**src/rtl/cpu_pkg.sv**
```systemverilog
// Shared types and encodings for the CR16-subset multicycle controller:
// FSM states, opcode fields, condition codes, ALU functions and datapath mux selects.
package cpu_pkg;

  typedef enum logic [2:0] {
    S_FETCH  = 3'd0,
    S_DECODE = 3'd1,
    S_EXEC   = 3'd2,
    S_MEM    = 3'd3,
    S_BRANCH = 3'd4,
    S_JUMP   = 3'd5
  } state_t;

  localparam logic [3:0] P_RTYPE = 4'b0000;
  localparam logic [3:0] P_ANDI  = 4'b0001;
  localparam logic [3:0] P_ORI   = 4'b0010;
  localparam logic [3:0] P_XORI  = 4'b0011;
  localparam logic [3:0] P_MEMJ  = 4'b0100;
  localparam logic [3:0] P_ADDI  = 4'b0101;
  localparam logic [3:0] P_SHIFT = 4'b1000;
  localparam logic [3:0] P_SUBI  = 4'b1001;
  localparam logic [3:0] P_CMPI  = 4'b1011;
  localparam logic [3:0] P_BCOND = 4'b1100;
  localparam logic [3:0] P_MOVI  = 4'b1101;
  localparam logic [3:0] P_LUI   = 4'b1111;

  localparam logic [3:0] EXT_AND   = 4'b0001;
  localparam logic [3:0] EXT_OR    = 4'b0010;
  localparam logic [3:0] EXT_XOR   = 4'b0011;
  localparam logic [3:0] EXT_ADD   = 4'b0101;
  localparam logic [3:0] EXT_SUB   = 4'b1001;
  localparam logic [3:0] EXT_CMP   = 4'b1011;
  localparam logic [3:0] EXT_MOV   = 4'b1101;
  localparam logic [3:0] EXT_LSHI  = 4'b0000;
  localparam logic [3:0] EXT_LSH   = 4'b0100;
  localparam logic [3:0] EXT_LOAD  = 4'b0000;
  localparam logic [3:0] EXT_STOR  = 4'b0100;
  localparam logic [3:0] EXT_JAL   = 4'b1000;
  localparam logic [3:0] EXT_JCOND = 4'b1100;

  localparam logic [3:0] COND_EQ = 4'b0000;
  localparam logic [3:0] COND_NE = 4'b0001;
  localparam logic [3:0] COND_CS = 4'b0010;
  localparam logic [3:0] COND_CC = 4'b0011;
  localparam logic [3:0] COND_HI = 4'b0100;
  localparam logic [3:0] COND_LS = 4'b0101;
  localparam logic [3:0] COND_GT = 4'b0110;
  localparam logic [3:0] COND_LE = 4'b0111;
  localparam logic [3:0] COND_FS = 4'b1000;
  localparam logic [3:0] COND_FC = 4'b1001;
  localparam logic [3:0] COND_LO = 4'b1010;
  localparam logic [3:0] COND_HS = 4'b1011;
  localparam logic [3:0] COND_LT = 4'b1100;
  localparam logic [3:0] COND_GE = 4'b1101;
  localparam logic [3:0] COND_UC = 4'b1110;
  localparam logic [3:0] COND_NV = 4'b1111;

  typedef enum logic [3:0] {
    ALU_NOP, ALU_ADD, ALU_SUB, ALU_CMP, ALU_AND,
    ALU_OR,  ALU_XOR, ALU_MOV, ALU_LSH, ALU_LUI
  } alu_op_t;

  localparam logic [1:0] PC_SEL_INC  = 2'd0;
  localparam logic [1:0] PC_SEL_DISP = 2'd1;
  localparam logic [1:0] PC_SEL_REG  = 2'd2;
  localparam logic [1:0] WB_SEL_ALU  = 2'd0;
  localparam logic [1:0] WB_SEL_MEM  = 2'd1;
  localparam logic [1:0] WB_SEL_LINK = 2'd2;

  typedef enum logic [2:0] {
    CL_ILLEGAL, CL_ALU, CL_LOAD, CL_STOR, CL_BCOND, CL_JCOND, CL_JAL
  } iclass_t;

  typedef struct packed {
    iclass_t cls;
    alu_op_t alu;
    logic    imm;
    logic    wr;
    logic    psr;
  } dec_t;

  // Undefined opcodes come back as CL_ILLEGAL with no write, no flags and ALU_NOP.
  function automatic dec_t decode_op(input logic [7:0] op);
    dec_t       d;
    logic [3:0] p;
    logic [3:0] e;
    p     = op[7:4];
    e     = op[3:0];
    d.cls = CL_ILLEGAL;
    d.alu = ALU_NOP;
    d.imm = 1'b0;
    d.wr  = 1'b0;
    d.psr = 1'b0;
    case (p)
      P_RTYPE: begin
        d.cls = CL_ALU;
        d.wr  = 1'b1;
        case (e)
          EXT_ADD: begin d.alu = ALU_ADD; d.psr = 1'b1; end
          EXT_SUB: begin d.alu = ALU_SUB; d.psr = 1'b1; end
          EXT_CMP: begin d.alu = ALU_CMP; d.psr = 1'b1; d.wr = 1'b0; end
          EXT_AND: d.alu = ALU_AND;
          EXT_OR:  d.alu = ALU_OR;
          EXT_XOR: d.alu = ALU_XOR;
          EXT_MOV: d.alu = ALU_MOV;
          default: begin d.cls = CL_ILLEGAL; d.wr = 1'b0; end
        endcase
      end
      P_ADDI: begin d.cls = CL_ALU; d.alu = ALU_ADD; d.imm = 1'b1; d.wr = 1'b1; d.psr = 1'b1; end
      P_SUBI: begin d.cls = CL_ALU; d.alu = ALU_SUB; d.imm = 1'b1; d.wr = 1'b1; d.psr = 1'b1; end
      P_CMPI: begin d.cls = CL_ALU; d.alu = ALU_CMP; d.imm = 1'b1; d.psr = 1'b1; end
      P_ANDI: begin d.cls = CL_ALU; d.alu = ALU_AND; d.imm = 1'b1; d.wr = 1'b1; end
      P_ORI:  begin d.cls = CL_ALU; d.alu = ALU_OR;  d.imm = 1'b1; d.wr = 1'b1; end
      P_XORI: begin d.cls = CL_ALU; d.alu = ALU_XOR; d.imm = 1'b1; d.wr = 1'b1; end
      P_MOVI: begin d.cls = CL_ALU; d.alu = ALU_MOV; d.imm = 1'b1; d.wr = 1'b1; end
      P_LUI:  begin d.cls = CL_ALU; d.alu = ALU_LUI; d.imm = 1'b1; d.wr = 1'b1; end
      P_SHIFT: begin
        if (e == EXT_LSH || e == EXT_LSHI) begin
          d.cls = CL_ALU;
          d.alu = ALU_LSH;
          d.imm = (e == EXT_LSHI);
          d.wr  = 1'b1;
        end
      end
      P_MEMJ: begin
        case (e)
          EXT_LOAD:  d.cls = CL_LOAD;
          EXT_STOR:  d.cls = CL_STOR;
          EXT_JAL:   d.cls = CL_JAL;
          EXT_JCOND: d.cls = CL_JCOND;
          default:   d.cls = CL_ILLEGAL;
        endcase
      end
      P_BCOND: d.cls = CL_BCOND;
      default: d.cls = CL_ILLEGAL;
    endcase
    return d;
  endfunction

endpackage

```
**src/rtl/control_fsm_cond_eval.sv**
```systemverilog
// Branch/jump condition evaluator: cond code against PSR flags {C,L,F,Z,N}.
module cond_eval
  import cpu_pkg::*;
(
  input  logic [3:0] cond,
  input  logic [4:0] flags,
  output logic       cond_true
);

  logic w_c, w_l, w_f, w_z, w_n;
  assign {w_c, w_l, w_f, w_z, w_n} = flags;

  always_comb begin
    cond_true = 1'b0;
    case (cond)
      COND_EQ: cond_true = w_z;
      COND_NE: cond_true = !w_z;
      COND_CS: cond_true = w_c;
      COND_CC: cond_true = !w_c;
      COND_HI: cond_true = w_l;
      COND_LS: cond_true = !w_l;
      COND_GT: cond_true = w_n;
      COND_LE: cond_true = !w_n;
      COND_FS: cond_true = w_f;
      COND_FC: cond_true = !w_f;
      COND_LO: cond_true = !w_l && !w_z;
      COND_HS: cond_true = w_l || w_z;
      COND_LT: cond_true = !w_n && !w_z;
      COND_GE: cond_true = w_n || w_z;
      COND_UC: cond_true = 1'b1;
      default: cond_true = 1'b0;
    endcase
  end

endmodule

```
**src/rtl/control_fsm.sv**
```systemverilog
// Multicycle FETCH/DECODE/EXEC sequencer for the CR16-subset core; outputs are
// decoded combinationally from state, the held opcode, flags and mem_ready.
module control_fsm
  import cpu_pkg::*;
#(
  parameter int ALU_OPW = 4
) (
  input  logic               clk,
  input  logic               reset,
  input  logic [7:0]         opcode,
  input  logic [3:0]         cond,
  input  logic [4:0]         flags,
  input  logic               mem_ready,
  output logic               ir_en,
  output logic               pc_en,
  output logic [1:0]         pc_sel,
  output logic               reg_we,
  output logic [1:0]         wb_sel,
  output logic               imm_sel,
  output logic [ALU_OPW-1:0] alu_op,
  output logic               psr_en,
  output logic               mem_en,
  output logic               mem_we,
  output logic               addr_sel,
  output logic               illegal
);

  state_t r_state;
  dec_t   w_dec;
  logic   w_cond_true;

  assign w_dec = decode_op(opcode);

  cond_eval u_cond_eval (
    .cond      (cond),
    .flags     (flags),
    .cond_true (w_cond_true)
  );

  always_ff @(posedge clk) begin
    if (reset) begin
      r_state <= S_FETCH;
    end else begin
      case (r_state)
        S_FETCH:  if (mem_ready) r_state <= S_DECODE;
        S_DECODE: begin
          case (w_dec.cls)
            CL_LOAD, CL_STOR:  r_state <= S_MEM;
            CL_BCOND:          r_state <= S_BRANCH;
            CL_JCOND, CL_JAL:  r_state <= S_JUMP;
            default:           r_state <= S_EXEC;
          endcase
        end
        S_MEM:    if (mem_ready) r_state <= S_FETCH;
        default:  r_state <= S_FETCH;
      endcase
    end
  end

  // Reset forces every output low so an aborted access never reaches the bus.
  always_comb begin
    ir_en    = 1'b0;
    pc_en    = 1'b0;
    pc_sel   = PC_SEL_INC;
    reg_we   = 1'b0;
    wb_sel   = WB_SEL_ALU;
    imm_sel  = 1'b0;
    alu_op   = '0;
    psr_en   = 1'b0;
    mem_en   = 1'b0;
    mem_we   = 1'b0;
    addr_sel = 1'b0;
    illegal  = 1'b0;
    if (!reset) begin
      case (r_state)
        S_FETCH: begin
          mem_en = 1'b1;
          ir_en  = mem_ready;
        end
        S_DECODE: begin
          imm_sel = w_dec.imm;
          illegal = (w_dec.cls == CL_ILLEGAL);
        end
        S_EXEC: begin
          pc_en   = 1'b1;
          imm_sel = w_dec.imm;
          alu_op  = ALU_OPW'(w_dec.alu);
          reg_we  = w_dec.wr;
          psr_en  = w_dec.psr;
        end
        S_MEM: begin
          mem_en   = 1'b1;
          addr_sel = 1'b1;
          mem_we   = (w_dec.cls == CL_STOR);
          if (mem_ready) begin
            pc_en = 1'b1;
            if (w_dec.cls == CL_LOAD) begin
              reg_we = 1'b1;
              wb_sel = WB_SEL_MEM;
            end
          end
        end
        S_BRANCH: begin
          pc_en  = 1'b1;
          pc_sel = w_cond_true ? PC_SEL_DISP : PC_SEL_INC;
        end
        S_JUMP: begin
          pc_en = 1'b1;
          if (w_dec.cls == CL_JAL) begin
            reg_we = 1'b1;
            wb_sel = WB_SEL_LINK;
            pc_sel = PC_SEL_REG;
          end else begin
            pc_sel = w_cond_true ? PC_SEL_REG : PC_SEL_INC;
          end
        end
        default: ;
      endcase
    end
  end

endmodule

```
**config.mk**
```make
export PLATFORM = sky130hd
export DESIGN_NAME = control_fsm
export DESIGN_NICKNAME = d
export VERILOG_FILES = /design/src/rtl/cpu_pkg.sv /design/src/rtl/control_fsm_cond_eval.sv /design/src/rtl/control_fsm.sv
export SDC_FILE = /design/constraint.sdc
export NUM_CORES = 1
export LEC_CHECK = 0
export ABC_AREA = 1
export BUFFER_PORTS_ARGS = -buffer_cell sky130_fd_sc_hd__buf_2
export CAP_MARGIN = 5
export CORE_UTILIZATION = 40
export DETAILED_ROUTE_END_ITERATION = 16
export GPL_TIMING_DRIVEN = 0
export PLACE_DENSITY = 0.76
export SYNTH_ARGS = -nofsm -noshare
export SYNTH_HDL_FRONTEND = slang
export SYNTH_HIERARCHICAL = 1
export SYNTH_SLANG_ARGS = --single-unit
export TNS_END_PERCENT = 10
```
**constraint.sdc**
```tcl
create_clock -name clk -period 2.69 [get_ports clk]
set_input_delay 0.1345 -clock clk [delete_from_list [all_inputs] [get_ports clk]]
set_output_delay 0.1345 -clock clk [all_outputs]
set_load 0.01 [all_outputs]
```
==> results.sh, run 1 <==
export IMPL_routed_wl_microns=2410
export IMPL_drv_cap=0
export IMPL_cp_max_fo=4
export IMPL_antenna_found_initial=0
export IMPL_cpLargestDelayFamily="simple AND/OR/NAND/NOR gates"
export IMPL_fillers=267
export IMPL_min_period_over_period_pct=64.5
export IMPL_detail_route_iter0_violations=31
export IMPL_syn_avg_cell_area_sq_um=5.03
export IMPL_cts_tree="built"
export IMPL_setup_violations=0
export IMPL_grt_first_pass_wirelength_microns=4320
export IMPL_crit_path_max_incr_delay_ns=0.36
export IMPL_maxSlewViolCount=0
export IMPL_arrival_ns=1.60
export IMPL_start_util_pct=43.3
export IMPL_cp_data_required_time_ns=2.56
export IMPL_synthArstFlopShare_pct=0
export IMPL_synth_most_common_cell="nand2_1"
export IMPL_fp_row_count=17
export IMPL_diodes=0
export IMPL_synth_top_cells_by_count="nand2_1 (58), nor2_1 (28), inv_1 (25), nand3_1 (18), inv_2 (9)"
export IMPL_syn_area_sq_um=986
export IMPL_seqCellArea_sq_um=60.1
export IMPL_hold_violations=0
export IMPL_leakagePower_nw=0.664
export IMPL_drcViolationCount=0
export IMPL_gp_congestion=0.831
export IMPL_synth_top_area_cell="nand2_1"
export IMPL_dieArea_sq_um=2670
export IMPL_clock_sinks=3
export IMPL_endpoint="alu_op[1]"
export IMPL_cts_hold_fix_buffers=0
export IMPL_cts_htree_levels=1
export IMPL_vias=1240
export IMPL_final_nets=255
export IMPL_largest_register_ffs=3
export IMPL_crit_chain="inv_2 -> nor3_1 -> nand3_1 -> a31oi_1 -> buf_2"
export IMPL_ys_ff_latch=3
export IMPL_hold_depth=3
export IMPL_rsz0062_at_grt="false"
export IMPL_status="complete, no violations"
export IMPL_rr_endpoint="r_state[0]"
export IMPL_yosysSeqAreaShare_pct=6.09
export IMPL_powerDensity_nw_per_um2=214
export IMPL_ys_top_cells_by_area="nand2_1 (22%), nor2_1 (11%), inv_1 (9.5%), nand3_1 (9.1%), dfxtp_1 (6.1%)"
export IMPL_io_pins=37
export IMPL_core_sq_um=2280
export IMPL_die_width_microns=51.6
export IMPL_netlist_instances=196
export IMPL_p_total_mw=0.260
export IMPL_grt_pass1_vias=1098
export IMPL_die_y_microns=51.6
export IMPL_cts_clk_slew_worst_paths_ns=0.04
export IMPL_worst_path_stages=5
export IMPL_synth_edf_count=0
export IMPL_fin_worst_skew_ns=0.000509
export IMPL_ctsResizeCount=0
export IMPL_setup_tns_ns=0
export IMPL_synthFlopType="dfxtp_1"
export IMPL_clk_latency_ns=0.23
export IMPL_multiInputGateArea_sq_um=774
export IMPL_r2r_slack_ns=1.48
export IMPL_cts_made_buffers=3
export IMPL_max_freq_mhz=576
export IMPL_ir_drop_mv=0.231
export IMPL_synth_top_area_share_pct=22.1
export IMPL_drt_first_pass_iters=4
export IMPL_crit_start="r_state[1]"
export IMPL_min_path_type="primary input to flip-flop"
export IMPL_cts_root_buf="clkbuf_4"
export IMPL_yosysWarnings=6
export IMPL_fin_util_pct=53.5
export IMPL_criticalPathCategory="flip-flop to output port"
export IMPL_largest_registers="r_state: 3 flops"
export IMPL_r2r_start="r_state[0]"
export IMPL_min_period_ns=1.74
export IMPL_clockBufferDepth=2
export IMPL_synthDistinctLibCells=32
export IMPL_syn_nets=216
export IMPL_slew_headroom_pct=69.7
export IMPL_cp_slowest_cell="dfxtp_1"
export IMPL_grt_ovfl_total=0
export IMPL_postCtsSetupRepairBufs=0
export IMPL_drive_gt1_share_pct=29.1
export IMPL_startpoint_type="flip-flop"
export IMPL_via_per_inst=4.73
export IMPL_worstPathBufferInverterCount=2
export IMPL_worst_pin_slew_ns=0.452
export IMPL_endpoint_kind="output port"
export IMPL_ant_nets=0
export IMPL_grt_use_total_pct=20.6
export IMPL_area_growth_pct=23.5
export IMPL_numPortBuffers=34
export IMPL_top_register="r_state"
export IMPL_dp_hpwl_microns=2030
export IMPL_grt_start_max_net_pins=11
export IMPL_rr_worst_depth=4
export IMPL_wire_per_inst_microns=9.19
==> worst reg2reg max path: cells and delay by family, from the launching register on <==
kind | cells | cell delay [ns]
AOI/OAI and AO/OA | 1 | 0.19
buffers and inverters | 1 | 0.09
DFF | 1 | 0.38
and+or+nand+nor | 2 | 0.47
==> kinds of logic (layout without fill, tap and decap cells) <==
kind of cell | count (synthesis) | count (layout) | share of synthesized area, %
compound gates | 24 | 24 | 15.9
flops | 3 | 3 | 6.09
buf+inv | 38 | 76 | 15.4
simple gates | 131 | 131 | 62.7
==> how the worst min path moves through the flow <==
stage,start,to,slack [ns]
after floorplan,reset,mem_we,0.30
after global placement,mem_ready,r_state[0],0.47
after detailed placement,mem_ready,r_state[0],0.47
after CTS,mem_ready,r_state[0],0.22
after global routing,mem_ready,r_state[0],0.26
final,mem_ready,r_state[0],0.24
==> layout make-up <==
class,instances,share of cell area (%)
plain buffers,3,1.64
clock buffers,4,2.16
inverters,35,10.8
multi-input cells,155,63.6
flip-flops and latches,3,4.93
well taps,28,2.88
repair buffers,34,14.0
==> stage by stage <==
| stage | hold WS (ns) | setup slack (ns) | cell area [sq um] | cells |
|---|---|---|---|---|
| floorplan | 0.303 | 1.43 | 986 | 196 |
| global placement | 0.472 | 1.16 | 1190 | 258 |
| detailed placement | 0.467 | 1.17 | 1190 | 258 |
| CTS | 0.224 | 0.912 | 1220 | 262 |
| global route | 0.264 | 0.807 | 1220 | 262 |
| finish | 0.236 | 0.955 | 1220 | 262 |
==> report_power, final <==
part           leakage, nW  total (mW)  internal (mW)  switching [mW]
Sequential          0.0245      0.0487         0.0466         0.00202
Combinational        0.624       0.135         0.0482          0.0863
Clock               0.0150      0.0772         0.0555          0.0217
Total                0.664       0.260          0.150           0.110
==> layout by cell type (no fill, tap or decap) <==
cell / count
a21oi_1: 7
a21oi_4: 1
a2bb2oi_1: 1
a31oi_1: 2
a41oi_1: 1
buf_2: 35
buf_6: 1
clkbuf_1: 2
clkbuf_4: 3
clkinv_1: 1
dfxtp_1: 3
inv_1: 25
inv_2: 9
nand2_1: 58
nand2_2: 6
nand2_4: 1
nand3_1: 18
nand3_2: 1
nand4_1: 1
nand4_4: 1
nor2_1: 28
nor2_2: 6
nor2_4: 2
nor3_1: 6
nor3_2: 1
nor4_2: 1
o2111ai_1: 1
o211ai_1: 1
o21a_1: 1
o21ai_0: 6
o22ai_1: 2
o32ai_1: 1
or2_0: 1
==> metal layers <==
metal / vias to the layer above / global-route usage (%) / routed length, microns
met4: 0 / 4.05 / 0
li1: 703 / - / -
met1: 507 / 28.6 / 1330
met3: 0 / 2.63 / 70
met5: - / 0 / 0
met2: 30 / 34.0 / 1010
Power figures use the tool's default switching activity.
==> inputs of run 2 (changes only) <==
Settings changed: ABC_AREA 1 to 0, PLACE_DENSITY 0.76 to 0.78.
Clock period 2.69 ns to 1.67 ns, I/O delays scaled along.
==> results.sh, run 2 <==
export IMPL_status="finished, violations left"
export IMPL_violations="setup timing"
export IMPL_grt_first_pass_wirelength_microns=4350
export IMPL_start_util_pct=43.0
export IMPL_clk_latency_ns=0.25
export IMPL_ys_ff_latch=3
export IMPL_io_pins=37
export IMPL_synthArstFlopShare_pct=0
export IMPL_cp_max_fo=4
export IMPL_ys_top_cells_by_area="nor2_1 (7.8%), dfxtp_1 (7.0%), nand2b_1 (5.8%), nor3b_1 (5.2%), a21oi_1 (4.7%)"
export IMPL_setup_violations=3
export IMPL_grt_start_max_net_pins=11
export IMPL_fin_area_sq_um=1180
export IMPL_syn_nets=146
export IMPL_cts_made_buffers=3
export IMPL_grt_ovfl_total=0
export IMPL_drv_cap=0
export IMPL_cts_tree="built"
export IMPL_core_sq_um=2000
export IMPL_final_nets=188
export IMPL_slew_headroom_pct=68.8
export IMPL_grt_use_total_pct=23.4
export IMPL_diodes=0
export IMPL_worst_pin_slew_ns=0.467
export IMPL_via_per_inst=5.92
export IMPL_min_period_over_period_pct=102
export IMPL_cp_common_cell="buf_4"
export IMPL_yosysSeqAreaShare_pct=6.98
export IMPL_clock_sinks=3
export IMPL_min_path_type="primary input to flip-flop"
export IMPL_area_growth_pct=37.6
export IMPL_cts_root_buf="clkbuf_4"
export IMPL_fin_worst_skew_ns=0.0116
export IMPL_drt_first_pass_iters=4
export IMPL_arrival_ns=1.61
export IMPL_seqPwrFrac_pct=18.5
export IMPL_min_from="mem_ready"
export IMPL_dp_hpwl_microns=1850
export IMPL_swShare_pct=40.7
export IMPL_synthFlopType="dfxtp_1"
export IMPL_hold_violations=0
export IMPL_criticalPathCategory="primary input to output port"
export IMPL_leakagePower_nw=0.507
export IMPL_mostFrequentLayoutCells="buf_2 (35), nor2_1 (16), nand2b_1 (7), nand2_1 (7), a21oi_1 (7)"
export IMPL_fp_row_count=16
export IMPL_drive_gt1_share_pct=39.5
export IMPL_die_y_microns=48.4
export IMPL_p_total_mw=0.445
export IMPL_post_dp_cell_area_sq_um=1050
export IMPL_crit_chain="buf_6 -> or4_4 -> buf_4 -> a21oi_1 -> nand4b_1 -> buf_4 -> o211ai_2 -> buf_2"
export IMPL_grt_pass1_vias=1013
export IMPL_syn_area_sq_um=861
export IMPL_wire_per_inst_microns=14.5
export IMPL_pwr_share_clk_pct=31.4
export IMPL_max_freq_mhz=589
export IMPL_cpLargestDelayFamily="simple AND/OR/NAND/NOR gates"
export IMPL_dieArea_sq_um=2340
export IMPL_maxSlewViolCount=0
export IMPL_synth_top_area_cell="nor2_1"
export IMPL_cts_hold_fix_buffers=0
export IMPL_synth_edf_count=0
export IMPL_ir_drop_mv=0.206
export IMPL_largest_registers="r_state: 3 flops"
export IMPL_endpoint_kind="output port"
export IMPL_p_sw_mw=0.181
export IMPL_cts_clk_slew_worst_paths_ns=0.04
export IMPL_worstPathBufferInverterCount=4
export IMPL_cp_data_required_time_ns=1.59
export IMPL_numPortBuffers=32
export IMPL_ant_nets=0
export IMPL_powerDensity_nw_per_um2=375
export IMPL_top_register="r_state"
export IMPL_startpoint_type="primary input"
export IMPL_syn_avg_cell_area_sq_um=6.83
export IMPL_crit_start="opcode[5]"
export IMPL_synthDistinctLibCells=49
export IMPL_cts_htree_levels=1
export IMPL_die_width_microns=48.4
export IMPL_synth_top_cells_by_count="nor2_1 (18), a21oi_1 (8), nand2_1 (8), nand2b_1 (8)"
export IMPL_r2r_start="r_state[0]"
export IMPL_synth_top_area_share_pct=7.85
export IMPL_min_period_ns=1.70
export IMPL_rsz0062_at_grt="true"
export IMPL_netlist_instances=126
export IMPL_mostFrequentLayoutCell="buf_2"
export IMPL_crit_path_max_incr_delay_ns=0.55
export IMPL_p_int_mw=0.264
export IMPL_drcViolationCount=0
export IMPL_synth_most_common_cell="nor2_1"
export IMPL_vias=1149
export IMPL_routed_wl_microns=2810
export IMPL_yosysWarnings=6
export IMPL_antenna_found_initial=0
export IMPL_cp_slowest_cell="or4_4"
export IMPL_r2r_slack_ns=0.44
export IMPL_clockBufferDepth=2
export IMPL_detail_route_iter0_violations=23
export IMPL_gp_congestion=0.846
export IMPL_worst_slack_ns=-0.0282
export IMPL_largest_register_ffs=3
export IMPL_p_comb_share_pct=50.0
-- run 2: cell types whose count changed after synthesis, moves of 3 or more --
| cell | delta |
|---|---|
| buf_2 | +3 |
| clkbuf_1 | +3 |
| inv_1 | -21 |
| inv_2 | -8 |
| nand2_1 | -50 |
| nand2_2 | -6 |
| nand2b_1 | +8 |
| nand3_1 | -17 |
| nor2_1 | -10 |
| nor2_2 | -6 |
| nor2b_1 | +4 |
| nor3b_1 | +6 |
| o211ai_1 | +3 |
-- run 2: cell type report --
class | count | area, sq um
clock buffer | 4 | 26.3
tap | 27 | 33.8
buffer | 9 | 48.8
inverter | 5 | 18.8
multi-input combinational | 109 | 782
timing repair buffer | 37 | 214
fill | 199 | 817
sequential | 3 | 61.3
-- run 2: path summary, 6_finish.rpt --
kind,end,cells after the start
worst max-delay path,reg_we,8
worst min-delay path,r_state[1],2
worst max register to register,r_state[0],4
worst min register to register,r_state[1],2
-- run 2: repair_timing --
| item | in CTS | in global routing |
|---|---|---|
| pin swaps | 6 | 5 |
| endpoints found under the setup margin | 7 | 10 |
| buffers inserted | 3 | 2 |
| gates cloned | 0 | 0 |
| gates resized for setup | 11 | 6 |
-- run 2: kinds of logic (layout without fill, tap and decap cells) --
kind of cell / Yosys count / count (layout) / synth area share, %
AOI/OAI and AO/OA: 38 / 38 / 35.2
DFF: 3 / 3 / 6.98
xor gates and xnor gates: 4 / 4 / 4.07
buffers and inverters: 14 / 55 / 7.56
and+or+nand+nor: 65 / 65 / 43.9
muxes: 2 / 2 / 2.33
-- run 2: stage by stage --
| step | setup TNS (ns) | hold slack, ns | cells | utilization (%) | setup WS (ns) |
|---|---|---|---|---|---|
| 6_report | -0.0731 | 0.120 | 194 | 59.2 | -0.0282 |
| 3_5_place_dp | -0.383 | 0.366 | 185 | 52.7 | -0.138 |
| 4_1_cts | -0.0567 | 0.122 | 192 | 57.3 | -0.0293 |
| 2_1_floorplan | 0 | 0.185 | 126 | - | 0.158 |
| 5_1_grt | -0.205 | 0.118 | 194 | 59.2 | -0.0534 |
| 3_3_place_gp | -0.258 | 0.355 | 185 | 52.7 | -0.115 |
-- run 2: metal layers --
layer | track usage, % | vias up | share of wire, %
met5 | 0 | - | 0
met3 | 3.77 | 9 | 8.5
met1 | 27.8 | 522 | 42
met2 | 40.6 | 65 | 47
li1 | - | 553 | -
met4 | 11.8 | 0 | 2.5
-- run 2: power groups by stage --
stage                     Combinational [mW]  Sequential (mW)  Clock [mW]
after global placement                 0.186           0.0807           0
after global routing                   0.243           0.0824       0.150
after CTS                              0.206           0.0802       0.141
after detailed placement               0.193           0.0813           0
final                                  0.223           0.0824       0.140
after floorplan                        0.130           0.0794           0
==> inputs of run 3 (changes only) <==
Settings changed: REMOVE_ABC_BUFFERS set to 1.
==> results.sh, run 3 (synthesis gave the netlist of run 2 again) <==
export IMPL_grtUsageMet2_pct=37.6
export IMPL_largest_register_ffs=3
export IMPL_drv_cap=0
export IMPL_cp_max_fo=3
export IMPL_vias=1090
export IMPL_cts_tree="built"
export IMPL_criticalPathCategory="primary input to output port"
export IMPL_rr_endpoint="r_state[0]"
export IMPL_mostFrequentLayoutCell="buf_2"
export IMPL_arrival_ns=1.61
export IMPL_mostFrequentLayoutCells="buf_2 (29), nor2_1 (18), nand2b_1 (8), nand2_1 (7), a21oi_1 (7)"
export IMPL_grt_pass1_vias=978
export IMPL_seqPwrFrac_pct=19.5
export IMPL_powerDensity_nw_per_um2=358
export IMPL_dieArea_sq_um=2340
export IMPL_die_y_microns=48.4
export IMPL_detail_route_iter0_violations=22
export IMPL_fillers=193
export IMPL_grt_use_met3_pct=3.77
export IMPL_cp_data_required_time_ns=1.59
export IMPL_worst_pin_slew_ns=0.362
export IMPL_fin_worst_skew_ns=0.00255
export IMPL_r2r_slack_ns=0.45
export IMPL_p_comb_share_pct=50.7
export IMPL_min_path_type="primary input to flip-flop"
export IMPL_pwr_share_clk_pct=29.9
export IMPL_status="finished, violations left"
export IMPL_dp_hpwl_microns=1810
export IMPL_final_cells=188
export IMPL_final_nets=182
export IMPL_min_period_ns=1.69
export IMPL_start_util_pct=43.0
export IMPL_area_growth_pct=34.7
export IMPL_grt_first_pass_wirelength_microns=4150
export IMPL_min_to="r_state[1]"
export IMPL_rsz0062_at_grt="true"
export IMPL_p_sw_mw=0.154
export IMPL_use_met1_pct=27.2
export IMPL_rr_worst_depth=4
export IMPL_busiest_layer="met2"
export IMPL_drt_first_pass_iters=4
export IMPL_min_period_over_period_pct=101
export IMPL_fp_row_count=16
export IMPL_setup_violations=2
export IMPL_drcViolationCount=0
export IMPL_cts_clk_slew_worst_paths_ns=0.03
export IMPL_p_int_mw=0.261
export IMPL_routed_wl_microns=2510
export IMPL_leakagePower_nw=0.510
export IMPL_diodes=0
export IMPL_violations="setup timing"
export IMPL_pre_cts_ws_ns=-0.111
export IMPL_r2r_start="r_state[0]"
export IMPL_cts_made_buffers=3
export IMPL_top_register="r_state"
export IMPL_cts_root_buf="clkbuf_4"
export IMPL_antenna_found_initial=0
export IMPL_dp_cells=180
export IMPL_cts_hold_fix_buffers=0
export IMPL_via_per_inst=5.80
export IMPL_numPortBuffers=36
export IMPL_grt_ovfl_total=0
export IMPL_worst_slack_ns=-0.0208
export IMPL_clock_sinks=3
export IMPL_io_pins=37
export IMPL_min_from="mem_ready"
export IMPL_largest_registers="r_state: 3 flops"
export IMPL_p_total_mw=0.415
export IMPL_hold_depth=2
export IMPL_drive_gt1_share_pct=37.3
export IMPL_crit_start="flags[0]"
export IMPL_die_width_microns=48.4
export IMPL_grt_start_max_net_pins=16
export IMPL_maxSlewViolCount=0
export IMPL_clockBufferDepth=2
export IMPL_wire_per_inst_microns=13.3
export IMPL_gp_congestion=0.869
export IMPL_startpoint_type="primary input"
export IMPL_ir_drop_mv=0.239
export IMPL_swShare_pct=37.1
export IMPL_core_sq_um=2000
export IMPL_clk_latency_ns=0.23
export IMPL_grt_use_total_pct=21.8
export IMPL_ant_nets=0
export IMPL_endpoint_kind="output port"
export IMPL_slew_headroom_pct=75.9
export IMPL_cts_htree_levels=1
export IMPL_max_freq_mhz=591
export IMPL_hold_violations=0
[run 3: cell count changes in the layout (fill, tap and decap cells not counted), moves of 2 or more]
cell	previous run	this run
nor2_2	2	0
nor2_1	16	18
clkbuf_1	3	1
buf_8	0	3
buf_2	35	29
[run 3: metal layers]
layer  routed length, microns  vias up
li1                         -      545
met1                     1140      499
met2                     1210       44
met3                      141        2
met4                       15        0
met5                        0        -
[run 3: worst max-delay path by stage]
| stage | end | slack (ns) | depth (start not counted) |
|---|---|---|---|
| after floorplan | pc_sel[1] | 0.24 | 5 |
| after global placement | pc_sel[1] | -0.1 | 8 |
| after detailed placement | pc_sel[1] | -0.11 | 8 |
| after CTS | mem_we | -0.06 | 6 |
| after global routing | pc_sel[1] | -0.05 | 7 |
| final | pc_sel[1] | -0.02 | 7 |
[run 3: final cells by class]
type,instances,area [sq um],area share [%]
clock buffer,4,26.3,2.27
inverter,5,18.8,1.62
multi-input combinational,109,754,65.0
sequential,3,61.3,5.29
tap,27,33.8,2.91
timing repair buffer,40,265,22.9
[run 3: power by group through the flow]
stage               Combinational (mW)  Clock [mW]  Sequential, mW
CTS                              0.201       0.129          0.0803
floorplan                        0.102           0          0.0794
global placement                 0.180           0          0.0807
finish                           0.210       0.124          0.0808
global route                     0.232       0.139          0.0813
detailed placement               0.186           0          0.0814
[run 3: per-stage QoR]
stage               TNS (ns)  utilization [%]  cell area [sq um]  hold slack (ns)
global route          -0.128             57.9               1160            0.133
floorplan                  0                -                815            0.185
detailed placement    -0.200             51.4               1030            0.368
finish               -0.0237             57.9               1160            0.130
CTS                   -0.140             55.9               1120            0.126
global placement      -0.156             51.4               1030            0.354
[run 3: worst max-delay path, cell delays in order]
cell	delay (ns)
buf_6	0.10
o311a_1	0.33
o311a_1	0.35
or4_4	0.43
a21oi_2	0.12
nor3_1	0.05
buf_2	0.14
[run 3: timing repair]
item,CTS,global route
endpoints found under the setup margin,3,8
pin swaps,2,1
buffers inserted,4,0
gates resized for setup,11,11
